--- src/rtl/alu_op_sequencer_pkg.sv ---
// Shared definitions for the ALU operation sequencer: opcodes, one-hot bit positions, FSM states.
package alu_op_sequencer_pkg;

    localparam int unsigned OpcW   = 5;
    localparam int unsigned NumOps = 13;

    localparam logic [OpcW-1:0] OpcAdd  = 5'b00011;
    localparam logic [OpcW-1:0] OpcSub  = 5'b00100;
    localparam logic [OpcW-1:0] OpcAnd  = 5'b00101;
    localparam logic [OpcW-1:0] OpcOr   = 5'b00110;
    localparam logic [OpcW-1:0] OpcRor  = 5'b00111;
    localparam logic [OpcW-1:0] OpcRol  = 5'b01000;
    localparam logic [OpcW-1:0] OpcShr  = 5'b01001;
    localparam logic [OpcW-1:0] OpcShra = 5'b01010;
    localparam logic [OpcW-1:0] OpcShl  = 5'b01011;
    localparam logic [OpcW-1:0] OpcDiv  = 5'b01111;
    localparam logic [OpcW-1:0] OpcMul  = 5'b10000;
    localparam logic [OpcW-1:0] OpcNeg  = 5'b10001;
    localparam logic [OpcW-1:0] OpcNot  = 5'b10010;

    localparam int unsigned BitAdd  = 0;
    localparam int unsigned BitSub  = 1;
    localparam int unsigned BitMul  = 2;
    localparam int unsigned BitDiv  = 3;
    localparam int unsigned BitShr  = 4;
    localparam int unsigned BitShra = 5;
    localparam int unsigned BitShl  = 6;
    localparam int unsigned BitRor  = 7;
    localparam int unsigned BitRol  = 8;
    localparam int unsigned BitAnd  = 9;
    localparam int unsigned BitOr   = 10;
    localparam int unsigned BitNeg  = 11;
    localparam int unsigned BitNot  = 12;

    typedef enum logic [2:0] {
        StIdle,
        StLoadY,
        StExec,
        StWbLo,
        StWbHi,
        StErr
    } state_e;

endpackage

--- src/rtl/alu_op_decode.sv ---
// Combinational opcode decode: one-hot ALU select plus legality and operand/result-width flags.
module alu_op_decode
    import alu_op_sequencer_pkg::*;
(
    input  logic [OpcW-1:0]   opcode,
    output logic [NumOps-1:0] op_onehot,
    output logic              legal,
    output logic              two_operand,
    output logic              wide_result
);

    always_comb begin
        op_onehot   = '0;
        legal       = 1'b1;
        two_operand = 1'b1;
        wide_result = 1'b0;
        case (opcode)
            OpcAdd:  op_onehot[BitAdd]  = 1'b1;
            OpcSub:  op_onehot[BitSub]  = 1'b1;
            OpcAnd:  op_onehot[BitAnd]  = 1'b1;
            OpcOr:   op_onehot[BitOr]   = 1'b1;
            OpcRor:  op_onehot[BitRor]  = 1'b1;
            OpcRol:  op_onehot[BitRol]  = 1'b1;
            OpcShr:  op_onehot[BitShr]  = 1'b1;
            OpcShra: op_onehot[BitShra] = 1'b1;
            OpcShl:  op_onehot[BitShl]  = 1'b1;
            OpcDiv: begin
                op_onehot[BitDiv] = 1'b1;
                wide_result       = 1'b1;
            end
            OpcMul: begin
                op_onehot[BitMul] = 1'b1;
                wide_result       = 1'b1;
            end
            OpcNeg: begin
                op_onehot[BitNeg] = 1'b1;
                two_operand       = 1'b0;
            end
            OpcNot: begin
                op_onehot[BitNot] = 1'b1;
                two_operand       = 1'b0;
            end
            default: begin
                legal       = 1'b0;
                two_operand = 1'b0;
            end
        endcase
    end

endmodule

--- src/rtl/alu_op_sequencer.sv ---
// Sequences register-format ALU operations: load Y, execute with one-hot strobe, capture Z,
// write back Z-low (and Z-high for MUL/DIV).
module alu_op_sequencer
    import alu_op_sequencer_pkg::*;
#(
    parameter int unsigned DATA_W  = 32,
    parameter int unsigned OPC_W   = OpcW,
    parameter int unsigned NUM_OPS = NumOps
) (
    input  logic                  clock,
    input  logic                  clear_n,
    input  logic                  start,
    input  logic [OPC_W-1:0]      opcode,
    input  logic [DATA_W-1:0]     bus_in,
    output logic                  bus_req_a,
    output logic                  bus_req_b,
    output logic [DATA_W-1:0]     alu_a,
    output logic [DATA_W-1:0]     alu_b,
    output logic [NUM_OPS-1:0]    alu_op,
    input  logic [2*DATA_W-1:0]   alu_c,
    output logic [DATA_W-1:0]     result_lo,
    output logic [DATA_W-1:0]     result_hi,
    output logic                  wr_lo,
    output logic                  wr_hi,
    output logic                  busy,
    output logic                  done,
    output logic                  err,
    output logic                  div0
);

    state_e               state_q, state_d;
    logic [OPC_W-1:0]     opc_q, opc_d;
    logic [DATA_W-1:0]    y_q, y_d;
    logic [2*DATA_W-1:0]  z_q, z_d;

    logic                 bus_req_a_q, bus_req_a_d;
    logic                 bus_req_b_q, bus_req_b_d;
    logic [NUM_OPS-1:0]   alu_op_q, alu_op_d;
    logic                 wr_lo_q, wr_lo_d;
    logic                 wr_hi_q, wr_hi_d;
    logic                 busy_q, busy_d;
    logic                 done_q, done_d;
    logic                 err_q, err_d;

    logic [OPC_W-1:0]     dec_opc;
    logic [NUM_OPS-1:0]   dec_onehot;
    logic                 dec_legal;
    logic                 dec_two_op;
    logic                 dec_wide;

    // In IDLE the incoming opcode is checked; afterwards the latched one drives every decision.
    assign dec_opc = (state_q == StIdle) ? opcode : opc_q;

    alu_op_decode u_decode (
        .opcode      (dec_opc),
        .op_onehot   (dec_onehot),
        .legal       (dec_legal),
        .two_operand (dec_two_op),
        .wide_result (dec_wide)
    );

    always_comb begin
        state_d = state_q;
        opc_d   = opc_q;
        y_d     = y_q;
        z_d     = z_q;
        case (state_q)
            StIdle: begin
                if (start) begin
                    if (dec_legal) begin
                        state_d = StLoadY;
                        opc_d   = opcode;
                    end else begin
                        state_d = StErr;
                    end
                end
            end
            StLoadY: begin
                y_d     = bus_in;
                state_d = StExec;
            end
            StExec: begin
                z_d     = alu_c;
                state_d = StWbLo;
            end
            StWbLo:  state_d = dec_wide ? StWbHi : StIdle;
            StWbHi:  state_d = StIdle;
            StErr:   state_d = StIdle;
            default: state_d = StIdle;
        endcase
    end

    // Outputs are registered: each is decoded from the state being entered.
    always_comb begin
        bus_req_a_d = (state_d == StLoadY);
        bus_req_b_d = (state_d == StExec) && dec_two_op;
        alu_op_d    = (state_d == StExec) ? dec_onehot : '0;
        wr_lo_d     = (state_d == StWbLo);
        wr_hi_d     = (state_d == StWbHi);
        busy_d      = (state_d == StLoadY) || (state_d == StExec) ||
                      (state_d == StWbLo)  || (state_d == StWbHi);
        done_d      = (state_d == StWbHi) || ((state_d == StWbLo) && !dec_wide);
        err_d       = (state_d == StErr);
    end

    always_ff @(posedge clock or negedge clear_n) begin
        if (!clear_n) begin
            state_q     <= StIdle;
            opc_q       <= '0;
            y_q         <= '0;
            z_q         <= '0;
            bus_req_a_q <= 1'b0;
            bus_req_b_q <= 1'b0;
            alu_op_q    <= '0;
            wr_lo_q     <= 1'b0;
            wr_hi_q     <= 1'b0;
            busy_q      <= 1'b0;
            done_q      <= 1'b0;
            err_q       <= 1'b0;
        end else begin
            state_q     <= state_d;
            opc_q       <= opc_d;
            y_q         <= y_d;
            z_q         <= z_d;
            bus_req_a_q <= bus_req_a_d;
            bus_req_b_q <= bus_req_b_d;
            alu_op_q    <= alu_op_d;
            wr_lo_q     <= wr_lo_d;
            wr_hi_q     <= wr_hi_d;
            busy_q      <= busy_d;
            done_q      <= done_d;
            err_q       <= err_d;
        end
    end

    assign bus_req_a = bus_req_a_q;
    assign bus_req_b = bus_req_b_q;
    assign alu_op    = alu_op_q;
    assign wr_lo     = wr_lo_q;
    assign wr_hi     = wr_hi_q;
    assign busy      = busy_q;
    assign done      = done_q;
    assign err       = err_q;

    assign alu_a     = y_q;
    assign alu_b     = bus_req_b_q ? bus_in : '0;
    assign result_lo = z_q[DATA_W-1:0];
    assign result_hi = z_q[2*DATA_W-1:DATA_W];
    assign div0      = (state_q == StExec) && alu_op_q[BitDiv] && (bus_in == '0);

endmodule

--- config.mk ---
export PLATFORM = sky130hd
export DESIGN_NAME = alu_op_sequencer
export DESIGN_NICKNAME = d
export VERILOG_FILES = /design/src/rtl/alu_op_sequencer_pkg.sv /design/src/rtl/alu_op_decode.sv /design/src/rtl/alu_op_sequencer.sv
export SDC_FILE = /design/constraint.sdc
export NUM_CORES = 1
export LEC_CHECK = 0
export ABC_AREA = 1
export CAP_MARGIN = 15
export CELL_PAD_IN_SITES_DETAIL_PLACEMENT = 0
export CELL_PAD_IN_SITES_GLOBAL_PLACEMENT = 1
export CORE_ASPECT_RATIO = 0.8
export CORE_MARGIN = 2
export CORE_UTILIZATION = 31
export CTS_BUF_LIST = sky130_fd_sc_hd__clkbuf_8
export CTS_CLUSTER_SIZE = 28
export DETAILED_ROUTE_END_ITERATION = 16
export PLACE_DENSITY_LB_ADDON = 0.1
export SYNTH_ARGS = -nofsm -noshare
export SYNTH_HDL_FRONTEND = slang
export SYNTH_SLANG_ARGS = --single-unit
--- constraint.sdc ---
create_clock -name clock -period 4.1 [get_ports clock]
set_input_delay 0.82 -clock clock [delete_from_list [all_inputs] [get_ports clock]]
set_output_delay 0.82 -clock clock [all_outputs]
set_load 0.05 [all_outputs]
Word-level counts from Yosys, hierarchy flattened:

Index checks and enable logic that the tools add are counted.

* register bits: 124
* logic and storage cells: 71

* equal/unequal tests: 21
* muxes and demuxes: 23
* reductions and logical operators: 15

Operators by type and width (count)
* 32-bit logical NOT: 1
* 32-bit 2-to-1 mux: 1
* 5-bit by 4-bit equality test with 1-bit output (second input constant): 5
* 5-bit by 3-bit equality test with 1-bit output (second input constant): 4
* 1-bit 2-to-1 mux: 16
* 5-bit equality test (second input constant): 3
* 13-bit 2-to-1 mux: 1
* 13-bit OR reduction: 1
* 3-bit by 2-bit equality test with 1-bit output (second input constant): 4
* 3-bit one-hot mux with 4 select lines: 1
* 11-bit OR reduction: 1
* 3-bit 2-to-1 mux: 3
* 3-bit by 1-bit equality test with 1-bit output (second input constant): 2
* 3-bit equality test (second input constant): 2
* 5-bit by 2-bit equality test with 1-bit output (second input constant): 1
* 5-bit 2-to-1 mux: 1
* 1-bit logical AND: 4
* 1-bit logical OR: 4
* 3-bit logical NOT: 1
* 3-bit AND reduction: 1
* 2-bit OR reduction: 1
* 1-bit logical NOT: 1

Depth between registers and ports, before layout:

* word-level depth: 12
* gate-level depth with buffers: 14
* mapped depth without buffers: 14

Cells and area by module:

From an unflattened synthesis, not the netlist that was laid out.

* cells, all modules: 656
* area total of the unflattened synthesis: 5291.3 µm²

Modules (own cells, without submodules)
* alu_op_sequencer: times used 1, cells an instance 605, area an instance 5054.8 µm², seq. area each 3103.0 µm²
* alu_op_decode: times used 1, cells an instance 51, area an instance 236.5 µm², seq. area each 0.0 µm²

Worst setup path before layout:

No wires, ideal clock.

* kind: reg2out
* from: reg state_q[2]
* to: out div0
* data arrival time: 2676 ps
* slack: 604 ps
* cell stages (with the launch flop): 7
* cells stage by stage: dfrtp_1 > nor2_4 > inv_1 > nor2_1 > buf_2 > nand4_1 > nor4_1

* cells in the longest elaborated chain, start to end: 3

RTL lines
* start, declared: RTL line alu_op_sequencer.sv:31 `state_e state_q, state_d;`
* start signal, assigned: RTL line alu_op_sequencer.sv:108 `state_q <= StIdle;`
* start signal, assigned: RTL line alu_op_sequencer.sv:121 `state_q <= state_d;`
* 3-bit by 2-bit equality test with 1-bit output: RTL line alu_op_sequencer.sv:149 `assign div0 = (state_q == StExec) && alu_op_q[BitDiv] && (bus_in == '0);`
* 1-bit logical AND (2 in series): RTL line alu_op_sequencer.sv:149
* end, declared: RTL line alu_op_sequencer.sv:28 `output logic div0`

Every way passes these cells.

Final worst setup path:

* from: reg bus_req_b_q (netlist: bus_req_b)
* to: out alu_b[2]

* cells in the longest elaborated chain, start to end: 1

RTL lines
* start, declared: RTL line alu_op_sequencer.sv:37 `logic bus_req_b_q, bus_req_b_d;`
* start signal, assigned: RTL line alu_op_sequencer.sv:126 `bus_req_b_q <= bus_req_b_d;`
* 32-bit 2-to-1 mux: RTL line alu_op_sequencer.sv:146 `assign alu_b = bus_req_b_q ? bus_in : '0;`
* end, declared: RTL line alu_op_sequencer.sv:18 `output logic [DATA_W-1:0] alu_b,`

Every way passes these cells.

==> out/metrics.cfg <==
[outcome]
status = finished clean

[critical_path]
slowest_stage = dfrtp_1
arrival_ns = 2.47
path_max_fanout = 33
max_stage_delay_ns = 1.01
critical_path_class = flip-flop to output pin
crit_chain = nand2_1 > inv_1 > clkdlybuf4s50_1
endpoint_kind = output pin
required_ns = 3.28
cp-start-kind = flip-flop

[floorplanning]
initial_core_util_pct = 31.4
core-area_um2 = 16400
die_w_um = 148
die_h_um = 119
ios = 253
die_area_um2 = 17600
rows = 42

[layout]
nets = 986
diodes = 0
drive_gt1_share_pct = 5.25
finish.utilization_pct = 50.6
area_delta_synth_final_pct = 61.3
stdcell_area_um2 = 8290

[placed_design]
port_buffers = 252
placed_area_um2 = 7880
hpwlAfterDp_um = 11300
dp_slack_ns = 0.926
finalWeightedCongestion = 0.811

[synthesis]
synth_top_area_cell = dfrtp_1
netlist_area_um2 = 5140
synth_area_leaders = dfrtp_1, nand2_1, inv_1, o21ai_0, nand3_1
ys_ff_latch = 124
synth_nets = 736
yosysSeqAreaShare_pct = 60.4
yosys_warnings = 0
ys_types = 21
synthCells = 632
avgSynthCellArea_um2 = 8.13
synth_top_area_share_pct = 60.4

[clocking]
cts_setup_buffers = 0
cts_sinks = 124
clk_path_buf_depth = 2
clkTransAtPathRegs_ns = 0.07
cts_max_level = 4
cts-buffers-inserted = 17
tritoncts = built
cts-root-buf = clkbuf_8
clk-insertion-delay-late_ns = 0.44
hold_buffers = 0
ctsResizeCount = 0

[route]
wl_um = 15300
vias = 4788
first_pass_iters = 5
viasPerCell = 4.29
drc = 0
drtIter0Drc = 220
ant_nets = 0
post_drt_wl_per_cell_um = 13.7

[timing]
finalSetupTns_ns = 0
finalHoldViolCount = 0
layout_setup_ws_ns = 0.808
fin_crit_sh_pct = 80.3
finalSetupViolCount = 0
fmax_mhz = 304
rsz0062_at_grt = no
slew_headroom_pct = 31.6
fin_crit_ns = 3.29
slew_viol_final = 0
skew_ns = 0.00974
tightest_slew_ns = 1.03

[power]
p_sw_uw = 4110
clock_power_share_pct = 13.4
combPwrFrac_pct = 60.2
powerDensity_nw_per_um2 = 948
p_int_uw = 3750
p_total_uw = 7860
power_frac_seq_pct = 26.5
switching_share_pct = 52.3
peakVddDrop_uv = 561
p_leak_uw = 0.00427

[global_routing]
grt_max_degree = 69
grt_use_total_pct = 17.6
grt_pass1_wl_um = 24400
antenna_found_initial = 0
overflow = 0
grt_pass1_vias = 4651

[min_path]
holdCritPathClass = input pin to asynchronous set/reset pin

[job]
drv_cap = 0

Yosys cell counts:
master / n
nand2_1: 319
dfrtp_1: 124
inv_1: 72
o21ai_0: 23
nand3_1: 21
nor2_1: 20
clkbuf_1: 18
nor3_1: 8
nand4_1: 6
buf_1: 5
nor4_1: 3
inv_2: 2
nand2_2: 2
nand2_4: 2
a21oi_1: 1
buf_2: 1
buf_4: 1
nand3b_1: 1
nor2_2: 1
nor2_4: 1
o31ai_1: 1
state kept, by name, indices dropped and copies added, names as in the netlist:
signal	flops
wr_lo	1
opc_q	5
alu_op	13
bus_req_b	1
bus_req_a	1
busy	1
err	1
done	1
state_q	3
wr_hi	1
z_q	64
alu_a	32
cell type report:
| class | count | area (um2) |
|---|---|---|
| tap | 220 | 275 |
| timing repair buffer | 256 | 2570 |
| fill | 1617 | 8110 |
| inverter | 74 | 278 |
| sequential | 124 | 3100 |
| clock buffer | 18 | 248 |
| multi-input combinational | 409 | 1670 |
| clock inverter | 14 | 145 |
critical path: cells and delay by family (launching register included):
kind | cells | cell delay, ns
buffers and inverters | 2 | 0.89
flip-flops | 1 | 1.01
AND/OR/NAND/NOR | 1 | 0.12
final timing paths:
kind                                  from         to  slack (ns)  cells past startpoint
worst max-delay path             bus_req_b   alu_b[2]        0.81                      3
worst min-delay path               clear_n  bus_req_a        0.46                      1
worst max register to register  state_q[2]       busy        1.59                      9
worst min register to register     z_q[44]    z_q[44]        0.47                      2
max in group asynchronous          clear_n   alu_a[4]        2.83                      2
min in group clock                 z_q[44]    z_q[44]        0.47                      2
through the flow:
stage / std cells / hold slack (ns)
6_report: 1115 / 0.462
5_1_grt: 1115 / 0.493
4_1_cts: 1114 / 0.475
3_5_place_dp: 1082 / 0.458
3_3_place_gp: 1082 / 0.453
2_1_floorplan: 632 / 0.442
layout by cell type, fill, tap and decap left out:
master             n
nand3_1           21
clkinv_2           4
nand2_2            2
nor2_2             1
a21oi_1            1
dfrtp_1          124
clkinv_4           3
nand3b_1           1
buf_12             2
clkinvlp_4         4
inv_1             72
nor2_4             2
o31ai_1            1
nand2_1          319
nor3_1             8
nor4_1             3
bufinv_16          2
buf_4              4
o21ai_0           23
nor2_1            19
nand4_1            6
inv_6              1
clkbuf_8          18
clkdlybuf4s50_1  250
nand2_4            2
inv_2              2
logic make-up after synthesis:
| logic type | share of synthesized area [%] |
|---|---|
| AND/OR/NAND/NOR | 29.8 |
| AO/OA/AOI/OAI | 2.48 |
| flip-flops | 60.4 |
| buffers and inverters | 7.33 |
per-layer routing:
metal  GRT usage (%)  wire length [um]
met1            22.0              6540
met2            29.3              7500
met3            5.94              1090
met4            5.06               156
met5               0                 0
power by group through the flow:
stage	registers (uW)	clock network (uW)	logic, uW
floorplan	3770	0	1440
global placement	2070	0	4750
detailed placement	2100	0	4770
CTS	2090	1090	4780
global route	2150	1160	5070
finish	2080	1050	4730
(Power assumes the default switching activity.)
